$ cat config.mk
export PLATFORM = sky130hd
export DESIGN_NAME = adder_pipe_flat
export DESIGN_NICKNAME = d
export VERILOG_FILES = /design/src/rtl/adder_pipe_if.sv /design/src/rtl/adder_pipe.sv /design/src/flat_wrapper.sv
export SDC_FILE = /design/constraint.sdc
export NUM_CORES = 1
export LEC_CHECK = 0
export ABC_AREA = 0
export CAP_MARGIN = 0
export CORE_MARGIN = 2
export CORE_UTILIZATION = 59
export DETAILED_ROUTE_END_ITERATION = 7
export PLACE_DENSITY = 0.82
export SYNTH_ARGS = -nofsm -noshare
export SYNTH_HDL_FRONTEND = slang
export SYNTH_SLANG_ARGS = --single-unit
$ cat constraint.sdc
create_clock -name clk -period 5.5 [get_ports clk]
set_clock_uncertainty 0.1 [all_clocks]
set_input_delay 0.55 -clock clk [delete_from_list [all_inputs] [get_ports clk]]
set_output_delay 0.55 -clock clk [all_outputs]
set_load 0.02 [all_outputs]
$ cat src/rtl/adder_pipe_if.sv
// Operand and result valid/ready channels of the pipelined adder/subtractor.
// The producer/consumer side takes the master modport and the adder takes the slave modport.
interface adder_pipe_if #(
   parameter int WIDTH = 16
);
   logic             inValid;
   logic             inReady;
   logic             sub;
   logic [WIDTH-1:0] dataA;
   logic [WIDTH-1:0] dataB;
   logic             outValid;
   logic             outReady;
   logic [WIDTH-1:0] sum;
   logic             carry;
   logic             overflow;

   modport master (
      output inValid, sub, dataA, dataB, outReady,
      input  inReady, outValid, sum, carry, overflow
   );

   modport slave (
      input  inValid, sub, dataA, dataB, outReady,
      output inReady, outValid, sum, carry, overflow
   );
endinterface

$ cat src/rtl/adder_pipe.sv
// Carry-segmented pipelined adder/subtractor: one SEG-bit slice of the carry chain per stage,
// with a single global stall so every stage shifts or holds together.
module adder_pipe #(
   parameter int WIDTH = 16,
   parameter int SEG   = 4
) (
   input logic         clk,
   input logic         rst,
   adder_pipe_if.slave bus
);
   localparam int NSEG = WIDTH / SEG;

   if (WIDTH % SEG != 0) begin : gBadParams
      $error("adder_pipe: WIDTH (%0d) must be a multiple of SEG (%0d)", WIDTH, SEG);
   end

   logic             advance;
   logic [WIDTH-1:0] bIn;

   // Stage k registers; partial sum holds bits below (k+1)*SEG, operands ride along for later slices.
   logic             vld  [NSEG];
   logic [WIDTH-1:0] pSum [NSEG];
   logic             cry  [NSEG];
   logic [WIDTH-1:0] opA  [NSEG];
   logic [WIDTH-1:0] opB  [NSEG];
   logic             ovfReg;

   logic             prevVld [NSEG];
   logic [WIDTH-1:0] prevSum [NSEG];
   logic             prevCin [NSEG];
   logic [WIDTH-1:0] prevA   [NSEG];
   logic [WIDTH-1:0] prevB   [NSEG];
   logic [WIDTH-1:0] nextSum [NSEG];
   logic             segCout [NSEG];
   logic             nextOvf;

   assign bIn          = bus.sub ? ~bus.dataB : bus.dataB;
   assign advance      = !vld[NSEG-1] || bus.outReady;
   assign bus.inReady  = advance;
   assign bus.outValid = vld[NSEG-1];
   assign bus.sum      = pSum[NSEG-1];
   assign bus.carry    = cry[NSEG-1];
   assign bus.overflow = ovfReg;

   // Stage 0 feeds from the port (the subtract +1 enters as its carry-in); later stages feed from their predecessor.
   always_comb begin
      prevVld[0] = bus.inValid;
      prevSum[0] = '0;
      prevCin[0] = bus.sub;
      prevA[0]   = bus.dataA;
      prevB[0]   = bIn;
      for (int k = 1; k < NSEG; k++) begin
         prevVld[k] = vld[k-1];
         prevSum[k] = pSum[k-1];
         prevCin[k] = cry[k-1];
         prevA[k]   = opA[k-1];
         prevB[k]   = opB[k-1];
      end
   end

   always_comb begin
      logic [SEG:0] segRes;
      segRes  = '0;
      nextOvf = 1'b0;
      for (int k = 0; k < NSEG; k++) begin
         segRes = {1'b0, prevA[k][k*SEG +: SEG]} + {1'b0, prevB[k][k*SEG +: SEG]}
                + {{SEG{1'b0}}, prevCin[k]};
         nextSum[k]                = prevSum[k];
         nextSum[k][k*SEG +: SEG]  = segRes[SEG-1:0];
         segCout[k]                = segRes[SEG];
      end
      nextOvf = (prevA[NSEG-1][WIDTH-1] == prevB[NSEG-1][WIDTH-1])
             && (nextSum[NSEG-1][WIDTH-1] != prevA[NSEG-1][WIDTH-1]);
   end

   always_ff @(posedge clk) begin
      if (rst) begin
         for (int k = 0; k < NSEG; k++) begin
            vld[k]  <= 1'b0;
            pSum[k] <= '0;
            cry[k]  <= 1'b0;
            opA[k]  <= '0;
            opB[k]  <= '0;
         end
         ovfReg <= 1'b0;
      end else if (advance) begin
         for (int k = 0; k < NSEG; k++) begin
            vld[k]  <= prevVld[k];
            pSum[k] <= nextSum[k];
            cry[k]  <= segCout[k];
            opA[k]  <= prevA[k];
            opB[k]  <= prevB[k];
         end
         ovfReg <= nextOvf;
      end
   end
endmodule

$ cat src/flat_wrapper.sv
// flat-port wrapper written by rule: the top's interface ports become plain ports
module adder_pipe_flat 
#(
   parameter int WIDTH = 16,
   parameter int SEG   = 4
)
  (clk, rst, bus_inValid, bus_sub, bus_dataA, bus_dataB, bus_outReady, bus_inReady, bus_outValid, bus_sum, bus_carry, bus_overflow);
  adder_pipe_if #(.WIDTH(WIDTH)) bus_i ();
  input logic clk;
  input logic rst;
  input wire logic [$bits(bus_i.inValid)-1:0] bus_inValid;
  input wire logic [$bits(bus_i.sub)-1:0] bus_sub;
  input wire logic [$bits(bus_i.dataA)-1:0] bus_dataA;
  input wire logic [$bits(bus_i.dataB)-1:0] bus_dataB;
  input wire logic [$bits(bus_i.outReady)-1:0] bus_outReady;
  output wire logic [$bits(bus_i.inReady)-1:0] bus_inReady;
  output wire logic [$bits(bus_i.outValid)-1:0] bus_outValid;
  output wire logic [$bits(bus_i.sum)-1:0] bus_sum;
  output wire logic [$bits(bus_i.carry)-1:0] bus_carry;
  output wire logic [$bits(bus_i.overflow)-1:0] bus_overflow;
  assign bus_i.inValid = bus_inValid;
  assign bus_i.sub = bus_sub;
  assign bus_i.dataA = bus_dataA;
  assign bus_i.dataB = bus_dataB;
  assign bus_i.outReady = bus_outReady;
  assign bus_inReady = bus_i.inReady;
  assign bus_outValid = bus_i.outValid;
  assign bus_sum = bus_i.sum;
  assign bus_carry = bus_i.carry;
  assign bus_overflow = bus_i.overflow;
  adder_pipe #(.WIDTH(WIDTH), .SEG(SEG)) u_core (.clk(clk), .rst(rst), .bus(bus_i));
endmodule
After elaboration in Yosys (flattened, before gate mapping)
Memories as Yosys holds them, arrays and structs flattened.
Cells that the tools add are included.
Word-level totals
  bits in writable memories: 200
  register bits: 1
  bits of input ports: 37
  output and inout port bits: 20
  memories kept: 5
  word-level logic and storage cells: 66
Memory list
  u_core.opA: words 4, width 16, read ports 3, clocked after memory_dff 0, write ports 4, RTL line adder_pipe.sv:24  | logic [WIDTH-1:0] opA [NSEG];
  u_core.opB: words 4, width 16, read ports 3, clocked after memory_dff 0, write ports 4, RTL line adder_pipe.sv:25  | logic [WIDTH-1:0] opB [NSEG];
  u_core.pSum: words 4, width 16, read ports 4, clocked after memory_dff 0, write ports 4, RTL line adder_pipe.sv:22  | logic [WIDTH-1:0] pSum [NSEG];
  u_core.cry: words 4, width 1, read ports 4, clocked after memory_dff 0, write ports 4, RTL line adder_pipe.sv:23  | logic cry [NSEG];
  u_core.vld: words 4, width 1, read ports 4, clocked after memory_dff 0, write ports 4, RTL line adder_pipe.sv:21  | logic vld [NSEG];
Cells by class
  bitwise operators: 21
  reductions and logical operators: 3
  equality and inequality tests: 2
  add/sub/neg operators: 8
  muxes and demuxes: 26
Operators with widths (count)
  $mux W16: 13
  $add A4 B4 Y5: 4
  $add A5 B1 Y5: 4
  $or A1 B1 Y1: 20
  $not A16 Y16: 1
  $mux W1: 13
  $eq A1 B1 Y1: 1
  $logic_and A1 B1 Y1: 1
  $logic_not A1 Y1: 1
  $logic_or A1 B1 Y1: 1
  $ne A1 B1 Y1: 1

Longest topological paths before layout
Gate-level depths: netlist (run 1).
An unclocked memory read counts as a cell.
  depth after elaboration: 7
  gate-level depth with buffers: 7
  gate-level depth less buffers: 6

Least setup slack after synthesis (run 1)
OpenSTA, ideal clock, no wires.
  path type: input to register
  start point: input rst
  end point: memory u_core.cry[0][0], enable pin
  path slack: 1.969 ns
  required time: 4.943 ns
  arrival: 2.973 ns
  cell stages on the path: 3
  setup time: 0.457 ns
  buffers on the path: 1
  path through: clkinv_1 -> clkbuf_1 -> nand2_1
RTL lines
  start, declared: RTL line flat_wrapper.sv:10  | input logic rst;
  end, declared: RTL line adder_pipe.sv:23

Worst setup path after layout (run 1)
  start point: input bus_outReady
  end point: output bus_inReady
On the way
  longest elaborated chain between the ends: 1
RTL lines
  start, declared: RTL line flat_wrapper.sv:15  | input wire logic [$bits(bus_i.outReady)-1:0] bus_outReady;
  $logic_or A1 B1 Y1: RTL line adder_pipe.sv:38  | assign advance = !vld[NSEG-1] || bus.outReady;
  end, declared: RTL line flat_wrapper.sv:16  | output wire logic [$bits(bus_i.inReady)-1:0] bus_inReady;
Every way passes these cells.

==> results of run 1 <==
[layer usage]
layer / share of wire, % / vias up / routed length [um] / GRT usage, %
met2: 51 / 78 / 3344 / 29.88
met5: 0 / - / 0 / 0
met1: 42 / 1174 / 2791 / 21.81
met3: 5.0 / 11 / 329 / 3.656
met4: 2.2 / 0 / 147 / 9.634
li1: - / 1192 / - / -
[worst reg2reg max path: stages, from the launching register on]
cell      delay, ps
edfxtp_1        390
nor2b_4         170
inv_2            40
buf_4           480
nand2_2         520
nor3_1          340
[stage by stage]
stage	hold WS, ps	total power [mW]	util [%]
6_report	430.4	1.536	71.65
5_1_grt	459.5	1.594	71.65
4_1_cts	431.6	1.544	71.65
3_5_place_dp	419.0	1.056	68.63
3_3_place_gp	412.5	1.047	68.63
2_1_floorplan	427.9	0.9935	-
[cell families after synthesis]
family	after synthesis	share of synthesized area, %
and+or+nand+nor	111	14.75
DFF	97	67.11
buffers and inverters	36	3.962
adders and majority gates	19	6.711
AOI/OAI and AO/OA	18	2.980
xor gates and xnor gates	17	3.442
muxes	4	1.041
[flip-flops by register name (all words and copies together), names as in the netlist]
signal and flops:
u_core.cry 4, u_core.vld 4, u_core.pSum 40, u_core.opA 24, u_core.opB 24, u_core.bus.overflow 1
[cells in the final DEF (no fill, tap or decap), types with 2 or more instances in the layout]
cell / Yosys / final
xor2_1: 3 / 3
edfxtp_1: 96 / 96
clkdlybuf4s50_1: 0 / 56
clkinvlp_4: 0 / 2
mux2i_1: 3 / 3
inv_1: 15 / 15
or3_1: 3 / 3
and3_1: 67 / 67
a21o_1: 5 / 5
nor2b_1: 6 / 6
fa_1: 7 / 7
nor3_1: 5 / 5
buf_4: 2 / 2
o21ai_0: 3 / 3
clkinv_1: 1 / 2
a21oi_1: 6 / 6
nor2_1: 20 / 20
nand3_1: 4 / 4
bufinv_16: 0 / 2
clkbuf_8: 0 / 9
ha_1: 12 / 12
xnor2_1: 14 / 14
[layout make-up]
class,instances,share of cell area [%]
clock inverters,7,1.801
inverters,17,1.241
clock buffers,9,2.409
well taps,99,2.409
multi-input cells,169,24.48
flip-flops and latches,97,56.46
repair buffers,58,11.19
[where the power goes]
| part | switching [mW] | internal [mW] | total [mW] |
|---|---|---|---|
| combinational | 0.0737 | 0.0827 | 0.156 |
| sequential | 0.0147 | 0.867 | 0.882 |
| clock | 0.242 | 0.255 | 0.498 |
| total | 0.331 | 1.21 | 1.54 |
[path summary, 6_finish.rpt]
path,startpoint,end,cells after the start
max,bus_outReady,bus_inReady,5
min,u_core.bus.overflow,u_core.bus.overflow,2
max reg2reg,u_core.vld[0][3],u_core.pSum[0][63],5
min reg2reg,u_core.bus.overflow,u_core.bus.overflow,2
==> key figures, run 1 <==
Status
  • Status: finished, final reports clean

Worst setup path
  • CP startpoint kind: input pin
  • Crit path max-delay cell type: clkdlybuf4s50_1
  • CP delay by family, top: buffers and inverters
  • Setup CP Type: input pin to output pin
  • CP cell instances: clkdlybuf4s50_1 > nor2b_4 > inv_2 > buf_4 > clkdlybuf4s50_1
  • Critical path's most frequent cell: clkdlybuf4s50_1
  • Worst Path Required: 4850 ps
  • Crit-path max FO: 75
  • Crit path DAT: 2420 ps
  • Internal reg-to-reg setup slack: 3290 ps
  • CP max stage delay: 720 ps
  • Setup crit end kind: output pin
  • CP Buf/Inv Count: 4

STA
  • Setup_tns: 0 ps
  • Worst-margin pin slew: 1192 ps
  • Tcrit/Tclk final: 55.74%
  • RSZ-0062 raised after global routing: false
  • Slew Limit Fails: 0
  • Setup ws final: 2434 ps
  • Clock period minus worst slack: 3066 ps
  • Fmax: 0.3262 GHz
  • Max_slew headroom: 20.55%
  • Endpoints failing setup: 0
  • Final Hold Vio Count: 0

Route
  • Post-route ant nets: 0
  • Total iterations of the first detailed-routing run: 4
  • DRT iter0 DRCs: 200
  • Drt wl/cell: 14.50 um
  • Final WL: 6612 um
  • Drt drc: 0
  • Via density: 5.384
  • Vias: 2455

Clocking
  • Num CTS Buffers: 9
  • Hold-fix buffer count after cts: 0
  • Clk buf depth: 2
  • H-tree depth: 3
  • Post-CTS Resized: 0
  • Post-CTS Setup Repair Bufs: 0
  • Clock Sinks: 97
  • Clk slew on worst S/H paths: 90 ps
  • Clock Latency Late Sink: 360 ps
  • Root Driver: clkbuf_8
  • CTS tree: built

Global routing
  • GR Overflow Total: 0
  • Initial antenna violation count: 0
  • Vias in the first global route: 2374
  • First-pass GRT wire length: 10510 um
  • Largest net degree at the start of global routing: 97
  • All-Layer GR Usage: 17.84%

Floorplanning
  • Rows: 31
  • Starting Density: 60.28%
  • Die width: 89.62 um
  • Top Ports: 57
  • Die span in y: 89.62 um
  • Area of the die: 8032 um2
  • CORE AREA: 7176 um2

Place
  • Detail Placement HPWL: 3955 um
  • Routability cong.: 0.7454
  • Placement Setup Slack: 2327 ps
  • Input/output buffers: 56
  • Placement-stage cell area: 4925 um2
  • Placed insts: 440

Finish
  • Fin cells: 456
  • Nets: 408
  • Area grow syn2layout: 18.86%
  • Sequential cell area: 2903 um2
  • Share of cells above drive strength 1: 6.723%
  • Area of the multi-input gates: 1259 um2
  • Filler Cell Count: 463
  • Final Instance Area: 5141 um2
  • Ant. Diodes: 0

Logic synthesis
  • Mapped Area: 4325 um2
  • Post-synth top cells: edfxtp_1 (96), and3_1 (67), nor2_1 (20)
  • Post-synthesis register bit count: 97
  • Area leader, netlist: edfxtp_1
  • Yosys warns: 0
  • Primary FF master, synth: edfxtp_1
  • Synth cell types: 34
  • Synthesized Nets: 358
  • Most common cell in the synthesized netlist: edfxtp_1
  • Post-synth EDFFs: 96
  • Syn avg cell area: 14.32 um2
  • Mapped Cells: 302
  • Async SR Flop Fraction: 0%
  • Sequential fraction of the synthesis area: 67.11%
  • Ranking of synthesized cells by area: edfxtp_1 (67%), and3_1 (9.7%), ha_1 (3.5%), fa_1 (3.2%), xnor2_1 (2.8%)
  • Synth top area share: 66.65%

Power
  • Worst VDD drop: 0.0001890 V
  • Pleak: 2.263 nW
  • Pwr dens: 298.8 nW/um2

Flow run
  • Max Cap Viol: 0

Worst hold path
  • Worst hold path class: register to register
Power figures use the tool's default switching activity.
==> run 2: changes to the inputs <==
--- a/config.mk
+++ b/config.mk
@@ -8,9 +8,9 @@
 export ABC_AREA = 0
 export CAP_MARGIN = 0
 export CORE_MARGIN = 2
-export CORE_UTILIZATION = 59
+export CORE_UTILIZATION = 49
 export DETAILED_ROUTE_END_ITERATION = 7
-export PLACE_DENSITY = 0.82
+export PLACE_DENSITY = 0.72
 export SYNTH_ARGS = -nofsm -noshare
 export SYNTH_HDL_FRONTEND = slang
 export SYNTH_SLANG_ARGS = --single-unit
==> constraint.sdc (replaced) <==
create_clock -name clk -period 2.5 [get_ports clk]
set_clock_uncertainty 0.1 [all_clocks]
set_input_delay 0.25 -clock clk [delete_from_list [all_inputs] [get_ports clk]]
set_output_delay 0.25 -clock clk [all_outputs]
set_load 0.02 [all_outputs]
==> key figures, run 2 (synthesis results as in run 1) <==
Status
  • Status: finished, final reports clean

Worst setup path
  • Setup CP Type: register to output pin
  • CP max stage delay: 620 ps (-100 ps)
  • CP delay by family, top: buffers and inverters
  • Setup crit end kind: output pin
  • CP startpoint kind: register
  • Crit-path max FO: 5 (-93%)
  • CP cell instances: nor2b_4 > inv_2 > clkdlybuf4s50_1
  • CP Buf/Inv Count: 2 (-2)
  • Crit path max-delay cell type: clkdlybuf4s50_1
  • Worst Path Required: 2150 ps (-2700 ps)
  • Crit path DAT: 1680 ps (-740 ps)

Clocking
  • Hold-fix buffer count after cts: 0 (unchanged)
  • H-tree depth: 3 (unchanged)
  • Clock Sinks: 97 (unchanged)
  • Num CTS Buffers: 9 (unchanged)
  • Clk slew on worst S/H paths: 90 ps (about the same)
  • Post-CTS Setup Repair Bufs: 0 (unchanged)
  • Clock Latency Late Sink: 360 ps (about the same)
  • Root Driver: clkbuf_8
  • CTS tree: built
  • Post-CTS Resized: 0 (unchanged)
  • Clk buf depth: 2 (unchanged)

STA
  • Setup ws final: 473.3 ps (-1961 ps)
  • Final Hold Vio Count: 0 (unchanged)
  • Fmax: 0.4934 GHz
  • Setup_tns: 0 ps (unchanged)
  • Tcrit/Tclk final: 81.07%
  • Max_slew headroom: 63.40% (+43 points)
  • Worst-margin pin slew: 547.1 ps (-644.6 ps)
  • Endpoints failing setup: 0 (unchanged)
  • RSZ-0062 raised after global routing: false
  • Slew Limit Fails: 0 (unchanged)
  • WHS: 439.8 ps (+9.464 ps)
  • Clock period minus worst slack: 2027 ps

Finish
  • Fin cells: 472 (+3.5%)
  • Share of cells above drive strength 1: 8.791% (+2.1 points)
  • Most frequent cells in the layout: edfxtp_1 (96), and3_1 (67), clkdlybuf4s50_1 (56)
  • Top Registers: u_core.pSum (40), u_core.opA (24), u_core.opB (24)
  • Commonest non-fill, non-tap cell in the layout: edfxtp_1
  • Nets: 415 (+1.7%)
  • Area grow syn2layout: 20.71%
  • Max reg flops: 40 (unchanged)
  • Ant. Diodes: 0 (unchanged)
  • Filler Cell Count: 678 (+46%)
  • Reg with most FFs: u_core.pSum

Worst hold path
  • Worst hold path class: register to register

Flow run
  • Max Cap Viol: 0 (unchanged)

Route
  • Vias: 2423 (-1.3%)
  • Via density: 5.133 (-4.6%)
  • Drt drc: 0 (unchanged)
  • DRT iter0 DRCs: 184 (-8.0%)
  • Total iterations of the first detailed-routing run: 4 (unchanged)
  • Drt wl/cell: 14.15 um (-2.4%)
  • Post-route ant nets: 0 (unchanged)
  • Final WL: 6680 um (+1.0%)

Place
  • Detail Placement HPWL: 4306 um (+8.9%)
  • Routability cong.: 0.7677 (+3.0%)
  • Input/output buffers: 56 (unchanged)
  • Placed insts: 456 (+3.6%)
  • Placement Setup Slack: 207.1 ps (-2120 ps)

Power
  • Pleak: 2.306 nW (+1.9%)
  • Pwr dens: 640.8 nW/um2 (+110%)
  • Total power: 3.346 mW (+120%)
  • Worst VDD drop: 0.0003115 V (+65%)

Floorplanning
  • Die width: 97.96 um (+9.3%)
  • CORE AREA: 8636 um2 (+20%)
  • Area of the die: 9595 um2 (+19%)
  • Top Ports: 57 (unchanged)
  • Starting Density: 50.09% (-10 points)
  • Rows: 34 (+9.7%)
  • Die span in y: 97.96 um (+9.3%)

Global routing
  • All-Layer GR Usage: 14.99% (-2.8 points)
  • Largest net degree at the start of global routing: 45 (-54%)
  • First-pass GRT wire length: 11340 um (+7.9%)
  • Initial antenna violation count: 0 (unchanged)
  • GR Overflow Total: 0 (unchanged)
  • Vias in the first global route: 2393 (+0.80%)
run 2: area by class of cell:
type | count | area, um2 | share of cell area, %
sequential | 97 | 2903 | 55.60
tap | 108 | 135.1 | 2.588
inverter | 17 | 63.81 | 1.222
timing repair buffer | 65 | 653.1 | 12.51
clock inverter | 7 | 83.83 | 1.606
clock buffer | 9 | 123.9 | 2.372
multi-input combinational | 169 | 1259 | 24.11
run 2: path summary, 6_finish.rpt:
check	from	to	slack, ps	depth (start not counted)
max reg2reg	u_core.cry[0][2]	u_core.cry[0][3]	610	6
min reg2reg	u_core.bus.overflow	u_core.bus.overflow	440	2
min	u_core.bus.overflow	u_core.bus.overflow	440	2
max	u_core.vld[0][3]	bus_inReady	470	3
run 2: worst register-to-register path, stage by stage, from the launching register on:
cell	delay, ps
edfxtp_1	330
inv_1	60
fa_1	480
fa_1	390
nor2b_1	150
o21ai_0	90
a21oi_1	140
run 2: report_power, final:
part | internal, mW | switching [mW]
registers | 1.91 | 0.0317
clock network | 0.482 | 0.573
logic | 0.187 | 0.164
total | 2.58 | 0.769
run 2: layer usage:
| metal | vias up | global-route usage, % | part of all wire [%] |
|---|---|---|---|
| li1 | 1208 | - | - |
| met1 | 1147 | 19.22 | 45 |
| met2 | 62 | 24.55 | 49 |
| met3 | 6 | 3.150 | 4.3 |
| met4 | 0 | 7.051 | 1.2 |
| met5 | - | 0 | 0 |
run 2: metrics by stage:
stage                     util, %  area [um2]
after global placement      58.06        5014
after global routing        60.46        5221
after floorplan                 -        4328
after CTS                   60.46        5221
final                       60.46        5221
after detailed placement    58.06        5014
